[config.mk]
export PLATFORM = sky130hd
export DESIGN_NAME = fb_scanout_flat
export DESIGN_NICKNAME = d
export VERILOG_FILES = /design/src/rtl/vga_pkg.sv /design/src/rtl/fb_scanout_if.sv /design/src/rtl/vga_timing_gen.sv /design/src/rtl/fb_scanout.sv /design/src/flat_wrapper.sv
export SDC_FILE = /design/constraint.sdc
export NUM_CORES = 1
export LEC_CHECK = 0
export ABC_AREA = 1
export BUFFER_PORTS_ARGS = -buffer_cell sky130_fd_sc_hd__buf_2
export CORE_MARGIN = 1
export CORE_UTILIZATION = 35
export DETAILED_ROUTE_END_ITERATION = 8
export PLACE_DENSITY = 0.61
export SYNTH_ARGS = -nofsm -noshare
export SYNTH_HDL_FRONTEND = slang
export SYNTH_SLANG_ARGS = --single-unit
[constraint.sdc]
create_clock -name clk -period 3.8 [get_ports clk]
set_input_delay 0.76 -clock clk [delete_from_list [all_inputs] [get_ports clk]]
set_output_delay 0.76 -clock clk [all_outputs]
set_load 0.05 [all_outputs]
[src/rtl/vga_pkg.sv]
// Shared VGA timing, framebuffer geometry and colour constants for the
// scan-out reader and the draw datapaths.
package vga_pkg;

  localparam int unsigned H_ACTIVE = 640;
  localparam int unsigned H_FP     = 16;
  localparam int unsigned H_SYNC   = 96;
  localparam int unsigned H_BP     = 48;
  localparam int unsigned H_TOTAL  = H_ACTIVE + H_FP + H_SYNC + H_BP;

  localparam int unsigned V_ACTIVE = 480;
  localparam int unsigned V_FP     = 10;
  localparam int unsigned V_SYNC   = 2;
  localparam int unsigned V_BP     = 33;
  localparam int unsigned V_TOTAL  = V_ACTIVE + V_FP + V_SYNC + V_BP;

  localparam int unsigned FB_W       = 160;
  localparam int unsigned FB_H       = 120;
  localparam int unsigned FB_AW      = 15;
  localparam int unsigned SCALE_LOG2 = 2;
  localparam int unsigned CNT_W      = 10;

  typedef logic [23:0] rgb_t;

  localparam rgb_t BLACK     = 24'h000000;
  localparam rgb_t WHITE     = 24'hFFFFFF;
  localparam rgb_t CROSSHAIR = 24'hFF0000;
  localparam rgb_t BIRD      = 24'hFFD700;
  localparam rgb_t SKY       = 24'h87CEEB;

endpackage

[src/rtl/fb_scanout_if.sv]
// Framebuffer read port plus VGA pin bundle; master is the scan-out side.
interface fb_scanout_if;
  import vga_pkg::*;

  logic [FB_AW-1:0] fb_addr;
  logic             fb_rd_en;
  rgb_t             fb_rdata;
  logic [7:0]       vga_r;
  logic [7:0]       vga_g;
  logic [7:0]       vga_b;
  logic             vga_hs;
  logic             vga_vs;
  logic             vga_blank_n;
  logic             vga_sync_n;
  logic             vga_clk;
  logic             frame_start;

  modport master (
    output fb_addr, fb_rd_en,
    output vga_r, vga_g, vga_b, vga_hs, vga_vs, vga_blank_n, vga_sync_n, vga_clk,
    output frame_start,
    input  fb_rdata
  );

  modport slave (
    input  fb_addr, fb_rd_en,
    input  vga_r, vga_g, vga_b, vga_hs, vga_vs, vga_blank_n, vga_sync_n, vga_clk,
    input  frame_start,
    output fb_rdata
  );

endinterface

[src/rtl/vga_timing_gen.sv]
// Pixel-enable divider, h/v counters and the raw visible/sync/frame decode.
module vga_timing_gen #(
  parameter int unsigned H_ACTIVE = vga_pkg::H_ACTIVE,
  parameter int unsigned H_FP     = vga_pkg::H_FP,
  parameter int unsigned H_SYNC   = vga_pkg::H_SYNC,
  parameter int unsigned H_BP     = vga_pkg::H_BP,
  parameter int unsigned V_ACTIVE = vga_pkg::V_ACTIVE,
  parameter int unsigned V_FP     = vga_pkg::V_FP,
  parameter int unsigned V_SYNC   = vga_pkg::V_SYNC,
  parameter int unsigned V_BP     = vga_pkg::V_BP
) (
  input  logic                      clk,
  input  logic                      reset,
  output logic                      pix_en,
  output logic [vga_pkg::CNT_W-1:0] hcount,
  output logic [vga_pkg::CNT_W-1:0] vcount,
  output logic                      visible,
  output logic                      hs_raw,
  output logic                      vs_raw,
  output logic                      frame_start
);
  import vga_pkg::*;

  localparam int unsigned H_TOT = H_ACTIVE + H_FP + H_SYNC + H_BP;
  localparam int unsigned V_TOT = V_ACTIVE + V_FP + V_SYNC + V_BP;

  logic             pix_en_q, pix_en_d;
  logic [CNT_W-1:0] h_q, h_d, v_q, v_d;
  logic             fs_q, fs_d;

  always_comb begin
    pix_en_d = ~pix_en_q;
    h_d      = h_q;
    v_d      = v_q;
    fs_d     = 1'b0;
    if (pix_en_q) begin
      if (h_q == CNT_W'(H_TOT - 1)) begin
        h_d = '0;
        if (v_q == CNT_W'(V_TOT - 1)) begin
          v_d  = '0;
          fs_d = 1'b1;
        end else begin
          v_d = v_q + 1'b1;
        end
      end else begin
        h_d = h_q + 1'b1;
      end
    end
  end

  always_ff @(posedge clk) begin
    if (reset) begin
      pix_en_q <= 1'b0;
      h_q      <= '0;
      v_q      <= '0;
      fs_q     <= 1'b0;
    end else begin
      pix_en_q <= pix_en_d;
      h_q      <= h_d;
      v_q      <= v_d;
      fs_q     <= fs_d;
    end
  end

  assign pix_en      = pix_en_q;
  assign hcount      = h_q;
  assign vcount      = v_q;
  assign frame_start = fs_q;
  assign visible     = (h_q < CNT_W'(H_ACTIVE)) && (v_q < CNT_W'(V_ACTIVE));
  assign hs_raw      = ~((h_q >= CNT_W'(H_ACTIVE + H_FP)) &&
                         (h_q <  CNT_W'(H_ACTIVE + H_FP + H_SYNC)));
  assign vs_raw      = ~((v_q >= CNT_W'(V_ACTIVE + V_FP)) &&
                         (v_q <  CNT_W'(V_ACTIVE + V_FP + V_SYNC)));

endmodule

[src/rtl/fb_scanout.sv]
// 160x120 framebuffer scan-out: address generation and the two-stage
// RAM-read / pin-register pipeline, each screen pixel replicated 4x4.
module fb_scanout #(
  parameter int unsigned H_ACTIVE   = vga_pkg::H_ACTIVE,
  parameter int unsigned H_FP       = vga_pkg::H_FP,
  parameter int unsigned H_SYNC     = vga_pkg::H_SYNC,
  parameter int unsigned H_BP       = vga_pkg::H_BP,
  parameter int unsigned V_ACTIVE   = vga_pkg::V_ACTIVE,
  parameter int unsigned V_FP       = vga_pkg::V_FP,
  parameter int unsigned V_SYNC     = vga_pkg::V_SYNC,
  parameter int unsigned V_BP       = vga_pkg::V_BP,
  parameter int unsigned FB_W       = vga_pkg::FB_W,
  parameter int unsigned FB_H       = vga_pkg::FB_H,
  parameter int unsigned SCALE_LOG2 = vga_pkg::SCALE_LOG2
) (
  input  logic         clk,
  input  logic         reset,
  fb_scanout_if.master bus
);
  import vga_pkg::*;

  localparam logic [FB_AW-1:0] ADDR_MAX = FB_AW'(FB_W * FB_H - 1);

  logic             pix_en, visible, hs_raw, vs_raw, frame_start;
  logic [CNT_W-1:0] hcount, vcount;
  logic [FB_AW-1:0] row, col, idx;

  vga_timing_gen #(
    .H_ACTIVE (H_ACTIVE), .H_FP (H_FP), .H_SYNC (H_SYNC), .H_BP (H_BP),
    .V_ACTIVE (V_ACTIVE), .V_FP (V_FP), .V_SYNC (V_SYNC), .V_BP (V_BP)
  ) u_timing (
    .clk         (clk),
    .reset       (reset),
    .pix_en      (pix_en),
    .hcount      (hcount),
    .vcount      (vcount),
    .visible     (visible),
    .hs_raw      (hs_raw),
    .vs_raw      (vs_raw),
    .frame_start (frame_start)
  );

  // row*160 reduces to (row<<7)+(row<<5); the clamp only guards odd geometries
  assign row = FB_AW'(vcount >> SCALE_LOG2);
  assign col = FB_AW'(hcount >> SCALE_LOG2);
  assign idx = row * FB_AW'(FB_W) + col;

  logic [FB_AW-1:0] addr_q, addr_d;
  logic             rd_en_q, rd_en_d;
  logic             hs1_q, hs1_d, vs1_q, vs1_d, vis1_q, vis1_d;
  rgb_t             rgb_q, rgb_d;
  logic             hs_q, hs_d, vs_q, vs_d, blank_n_q, blank_n_d;

  always_comb begin
    addr_d    = addr_q;
    rd_en_d   = rd_en_q;
    hs1_d     = hs1_q;
    vs1_d     = vs1_q;
    vis1_d    = vis1_q;
    rgb_d     = rgb_q;
    hs_d      = hs_q;
    vs_d      = vs_q;
    blank_n_d = blank_n_q;
    if (pix_en) begin
      if (visible) addr_d = (idx > ADDR_MAX) ? ADDR_MAX : idx;
      rd_en_d   = visible;
      hs1_d     = hs_raw;
      vs1_d     = vs_raw;
      vis1_d    = visible;
      rgb_d     = vis1_q ? bus.fb_rdata : BLACK;
      hs_d      = hs1_q;
      vs_d      = vs1_q;
      blank_n_d = vis1_q;
    end
  end

  always_ff @(posedge clk) begin
    if (reset) begin
      addr_q    <= '0;
      rd_en_q   <= 1'b0;
      hs1_q     <= 1'b1;
      vs1_q     <= 1'b1;
      vis1_q    <= 1'b0;
      rgb_q     <= '0;
      hs_q      <= 1'b1;
      vs_q      <= 1'b1;
      blank_n_q <= 1'b0;
    end else begin
      addr_q    <= addr_d;
      rd_en_q   <= rd_en_d;
      hs1_q     <= hs1_d;
      vs1_q     <= vs1_d;
      vis1_q    <= vis1_d;
      rgb_q     <= rgb_d;
      hs_q      <= hs_d;
      vs_q      <= vs_d;
      blank_n_q <= blank_n_d;
    end
  end

  assign bus.fb_addr     = addr_q;
  assign bus.fb_rd_en    = rd_en_q;
  assign bus.vga_r       = rgb_q[23:16];
  assign bus.vga_g       = rgb_q[15:8];
  assign bus.vga_b       = rgb_q[7:0];
  assign bus.vga_hs      = hs_q;
  assign bus.vga_vs      = vs_q;
  assign bus.vga_blank_n = blank_n_q;
  assign bus.vga_sync_n  = 1'b0;
  assign bus.vga_clk     = pix_en;
  assign bus.frame_start = frame_start;

endmodule
[src/flat_wrapper.sv]
// flat-port wrapper written by rule: the top's interface ports become plain ports
module fb_scanout_flat import vga_pkg::*;
#(
  parameter int unsigned H_ACTIVE   = vga_pkg::H_ACTIVE,
  parameter int unsigned H_FP       = vga_pkg::H_FP,
  parameter int unsigned H_SYNC     = vga_pkg::H_SYNC,
  parameter int unsigned H_BP       = vga_pkg::H_BP,
  parameter int unsigned V_ACTIVE   = vga_pkg::V_ACTIVE,
  parameter int unsigned V_FP       = vga_pkg::V_FP,
  parameter int unsigned V_SYNC     = vga_pkg::V_SYNC,
  parameter int unsigned V_BP       = vga_pkg::V_BP,
  parameter int unsigned FB_W       = vga_pkg::FB_W,
  parameter int unsigned FB_H       = vga_pkg::FB_H,
  parameter int unsigned SCALE_LOG2 = vga_pkg::SCALE_LOG2
)
  (clk, reset, bus_fb_addr, bus_fb_rd_en, bus_vga_r, bus_vga_g, bus_vga_b, bus_vga_hs, bus_vga_vs, bus_vga_blank_n, bus_vga_sync_n, bus_vga_clk, bus_frame_start, bus_fb_rdata);
  fb_scanout_if bus_i ();
  input  logic clk;
  input  logic reset;
  output wire logic [$bits(bus_i.fb_addr)-1:0] bus_fb_addr;
  output wire logic [$bits(bus_i.fb_rd_en)-1:0] bus_fb_rd_en;
  output wire logic [$bits(bus_i.vga_r)-1:0] bus_vga_r;
  output wire logic [$bits(bus_i.vga_g)-1:0] bus_vga_g;
  output wire logic [$bits(bus_i.vga_b)-1:0] bus_vga_b;
  output wire logic [$bits(bus_i.vga_hs)-1:0] bus_vga_hs;
  output wire logic [$bits(bus_i.vga_vs)-1:0] bus_vga_vs;
  output wire logic [$bits(bus_i.vga_blank_n)-1:0] bus_vga_blank_n;
  output wire logic [$bits(bus_i.vga_sync_n)-1:0] bus_vga_sync_n;
  output wire logic [$bits(bus_i.vga_clk)-1:0] bus_vga_clk;
  output wire logic [$bits(bus_i.frame_start)-1:0] bus_frame_start;
  input wire logic [$bits(bus_i.fb_rdata)-1:0] bus_fb_rdata;
  assign bus_fb_addr = bus_i.fb_addr;
  assign bus_fb_rd_en = bus_i.fb_rd_en;
  assign bus_vga_r = bus_i.vga_r;
  assign bus_vga_g = bus_i.vga_g;
  assign bus_vga_b = bus_i.vga_b;
  assign bus_vga_hs = bus_i.vga_hs;
  assign bus_vga_vs = bus_i.vga_vs;
  assign bus_vga_blank_n = bus_i.vga_blank_n;
  assign bus_vga_sync_n = bus_i.vga_sync_n;
  assign bus_vga_clk = bus_i.vga_clk;
  assign bus_frame_start = bus_i.frame_start;
  assign bus_i.fb_rdata = bus_fb_rdata;
  fb_scanout #(.H_ACTIVE(H_ACTIVE), .H_FP(H_FP), .H_SYNC(H_SYNC), .H_BP(H_BP), .V_ACTIVE(V_ACTIVE), .V_FP(V_FP), .V_SYNC(V_SYNC), .V_BP(V_BP), .FB_W(FB_W), .FB_H(FB_H), .SCALE_LOG2(SCALE_LOG2)) u_core (.clk(clk), .reset(reset), .bus(bus_i));
endmodule
# == Word-level counts from Yosys, hierarchy flattened ==
# Cells that the tools add are included.
# classes
add_sub_neg,3
multipliers,1
div,0
n_lt_le_gt_ge,7
n_eq_ne,2
n_shift,0
muxes,5
bitwise_logic,4
n_reduce_logical,6
# op_table
op,n
$mux 24,1
$add 10x1->10 const B,2
$eq 10x10->1 const B,2
$lt 10x10->1 const B,2
$lt 10x9->1 const B,2
$mux 10,2
$add 15x8->15,1
$gt 15x15->1 const B,1
$mux 15,1
$ge 10x10->1 const B,1
$ge 10x9->1 const B,1
$mul 8x3->10 const B,1
$not 1->1,4
$reduce_and 2->1,2
$logic_and 1x1->1,3
$reduce_or 3->1,1
$mux 1,1
# word_totals
regBits,67
latchBits,0
ram_bits,0
romBits,0
in_bits,26
output_inout_bits,46
word_cells,40
n_memories,0

# == Longest topological paths before layout ==
# depth
word_depth,4
ltp_mapped,17

# == By module ==
# A second synthesis with hierarchy kept.
# unflattened
hier_cells,512
area_unflattened_um2,3653.5
# by_module_without_submodules
module,instances,cells_each,area_each_um2,seq_area_each_um2
fb_scanout,1,333,2398.6,900.9
vga_timing_gen,1,179,1255.0,440.4

# == Least setup slack after synthesis ==
# Ideal clock, no wire load.
# synth_path
kind,reg2reg
start,"register u_core.u_timing.v_q[3], in the netlist u_core.u_timing.vcount[3]"
end,"register u_core.addr_q[0], in the netlist u_core.bus.fb_addr[0]"
t_arrival_ps,2355
required_ps,3678
setup_slack_ps,1323
stages_incl_launch_ff,16
n_path_buf,1
period_less_slack_ps,2477
path_cell_list,dfxtp_1 ha_1 ha_1 inv_1 fa_1 nor2_2 nand3_1 nand2_1 inv_1 nor2_1 nand2_1 nand2_1 nand3_2 nand2_2 buf_6 a21oi_2
# synth_via
elab_chain_len,4
elab_cells_between_ends,7
# synth_lines
element,line_no,rtl
from (decl),vga_timing_gen.sv:28,"logic [CNT_W-1:0] h_q, h_d, v_q, v_d;"
from (signal assigned),vga_timing_gen.sv:60,v_q <= v_d;
$mul 8x3->10,fb_scanout.sv:46,assign idx = row * FB_AW'(FB_W) + col;
$add 15x8->15,fb_scanout.sv:46,
$gt 15x15->1,fb_scanout.sv:65,if (visible) addr_d = (idx > ADDR_MAX) ? ADDR_MAX : idx;
$mux 15,fb_scanout.sv:65,
to (signal assigned),fb_scanout.sv:89,addr_q <= addr_d;
to (decl),fb_scanout.sv:48,"logic [FB_AW-1:0] addr_q, addr_d;"
# Parallel ways exist; a longest one is shown, timed or not.
# A chain may end at the register's enable or synchronous reset.

# == Final worst setup path ==
# layout_path
start,"register u_core.u_timing.v_q[3], in the netlist u_core.u_timing.vcount[3]"
end,"register u_core.addr_q[8], in the netlist u_core.bus.fb_addr[8]"
# The elaborated chain is that of the path after synthesis.

==> flow_summary.yaml <==
critical_path:
  critPathMostFrequentCell: "nand2_1"
  r2r_slack_ns: 0.95
  slowest_stage: "dfxtp_1"
  crit_type: "reg2reg"
  arrival_ns: 3.13
  crit_fanout: 12
  slowest_delay_ns: 0.49
  crit_path_start_kind: "flop"
  required_ns: 4.08
  critPathCaptureType: "flop"
  cp_cell_sequence: "ha_1 > ha_1 > inv_1 > fa_1 > nor2_2 > nand3_1 > nand2_1 > inv_1 > nor2_1 > nand2_1 > nand2_1 > nand3_2 > nand2_2 > nand2_1 > a21oi_1"
clock_tree:
  cts_resized: 0
  htreeDepth: 3
  cts_tree: "yes"
  cts_buffers: 9
  cts_buffer_depth: 2
  cts_root_buffer: "clkbuf_8"
  clk_latency_ns: 0.35
  clk_pin_slew_worst_paths_ns: 0.08
  post_cts_buffers: 0
  clock-sinks: 67
  ctsHoldBuffers: 0
job:
  cap_violations: 0
power:
  peakVddDrop_v: 0.000189
  powerDensity_nw_per_um2: 402
  total_power_mw: 1.64
  leakage_nw: 1.95
detailed_routing:
  drc: 0
  wire_per_inst_um: 11.5
  drt-pass1-iter-count: 4
  finalWirelength_mm: 7.22
  viasPerCell: 4.79
  ant_nets: 0
  initialDrtViolationCount: 117
  vias: 3001
final_layout:
  mostFrequentLayoutCell: "nand2_1"
  drive_gt1_frac: 0.239
  register_area_um2: 1340
  fill_cells: 965
  antenna_cells: 0
  area_growth_pct: 21.2
  layout_common_cells: "nand2_1 (73), buf_2 (70), dfxtp_1 (67), inv_1 (54), nor2_1 (39)"
  multi_input_area_um2: 1730
  finalInstanceArea_um2: 4070
  nets: 540
timing:
  slew_headroom: 0.500
  setup_violations: 0
  fin_crit_ns: 2.85
  totalNegativeSetupSlack_ns: 0
  timing.final.crit_share: 0.751
  skew_ns: 0.00868
  tightest_slew_ns: 0.747
  hold_violations: 0
  slew_viol_final: 0
  rsz0062_at_grt: "no"
  fmax_mhz: 350
synth:
  synthCells: 424
  synth-async-reset-ratio: 0
  ys_ff_latch: 67
  synth-edff-count: 0
  synth_ff_type: "dfxtp_1"
  syn-num-nets: 471
  ys_seq_area_frac: 0.399
  yosysWarnings: 0
  avgSynthCellArea_um2: 7.93
  synth_area_um2: 3360
  synth_cell_types: 39
floorplan:
  start_util: 0.362
  num_io_pins: 72
  core_area_um2: 9280
  dieWidth_um: 100
  die_area_um2: 10000
  rows: 35
  die_h_um: 100
global_routing:
  first_global_vias: 2752
  grt_pass1_wl_mm: 12.0
  grt_overflow: 0
  track_usage: 0.149
  grt_start_max_net_pins: 29
  antenna_found_initial: 0
run_status:
  status: "completed"
min_path:
  worstHoldPathType: "reg2reg"
placement:
  place_area_um2: 3820
  port_buffers: 70
  place.gp.congestion: 0.936
  hpwl_mm: 5.24
layer usage:
layer	up-vias	track usage	share of wire
met5	-	0	0
met2	77	0.239	0.44
met1	1343	0.191	0.49
met4	0	0.0647	0.019
li1	1568	-	-
met3	13	0.0383	0.057
critical path: cells and delay by family, from the launching register on:
family | cells | cell delay [ns]
AOI/OAI and AO/OA | 1 | 0.13
adders and majority gates | 3 | 0.98
buffers and inverters | 2 | 0.13
DFF | 1 | 0.49
and+or+nand+nor | 9 | 1.05
where the power goes:
part	internal [mW]	leakage, nW	switching [mW]
combinational	0.0421	1.28	0.129
clock	0.441	0.124	0.291
sequential	0.723	0.545	0.0116
total	1.21	1.95	0.431
state kept, by name, indices dropped and copies added (netlist names), 10 cells and up:
register	flops
u_core.u_timing.vcount	10
u_core.u_timing.hcount	10
u_core.bus.fb_addr	15
u_core.rgb_q	24
worst paths after layout:
| kind | from | endpoint | depth (start not counted) |
|---|---|---|---|
| max reg2reg | u_core.u_timing.vcount[3] | u_core.bus.fb_addr[8] | 15 |
| min | u_core.hs1_q | u_core.bus.vga_hs | 2 |
| max | u_core.u_timing.vcount[3] | u_core.bus.fb_addr[8] | 15 |
| min reg2reg | u_core.hs1_q | u_core.bus.vga_hs | 2 |
stage by stage:
step                setup WS (ns)  std cells  hold WS (ns)   util
finish                      0.946        627         0.460  0.439
global route                0.667        627         0.481  0.439
CTS                         0.916        627         0.460  0.439
detailed placement          0.940        611         0.447  0.412
global placement             1.07        611         0.441  0.412
floorplan                    1.32        424         0.430      -
cells in the mapped netlist, types with 6 or more instances:
| library cell | count | area, um2 |
|---|---|---|
| a21oi_1 | 15 | 75.1 |
| a21oi_2 | 10 | 87.6 |
| a32o_1 | 24 | 240 |
| clkbuf_1 | 10 | 37.5 |
| dfxtp_1 | 67 | 1340 |
| ha_1 | 19 | 238 |
| inv_1 | 54 | 203 |
| nand2_1 | 73 | 274 |
| nand2_2 | 6 | 37.5 |
| nand3_1 | 30 | 150 |
| nand4_1 | 6 | 37.5 |
| nor2_1 | 39 | 146 |
| nor3_1 | 7 | 35.0 |
| o21ai_0 | 20 | 100 |
area by class of cell:
type / count / share of cell area
inverters: 58 / 0.0535
clock inverters: 7 / 0.0307
flip-flops and latches: 67 / 0.329
clock buffers: 9 / 0.0304
well taps: 129 / 0.0396
repair buffers: 73 / 0.0916
multi-input cells: 284 / 0.425
cells by family (layout without fill, tap and decap cells):
logic type | Yosys count | after routing | synth area share
XOR/XNOR | 6 | 6 | 0.0179
other | 1 | 1 | 0.00112
adder cells (fa/ha/maj) | 21 | 21 | 0.0827
AND/OR/NAND/NOR | 176 | 176 | 0.241
AO/OA/AOI/OAI | 80 | 80 | 0.173
flip-flops | 67 | 67 | 0.399
buffers and inverters | 73 | 147 | 0.0860
Power figures use the tool's default switching activity.
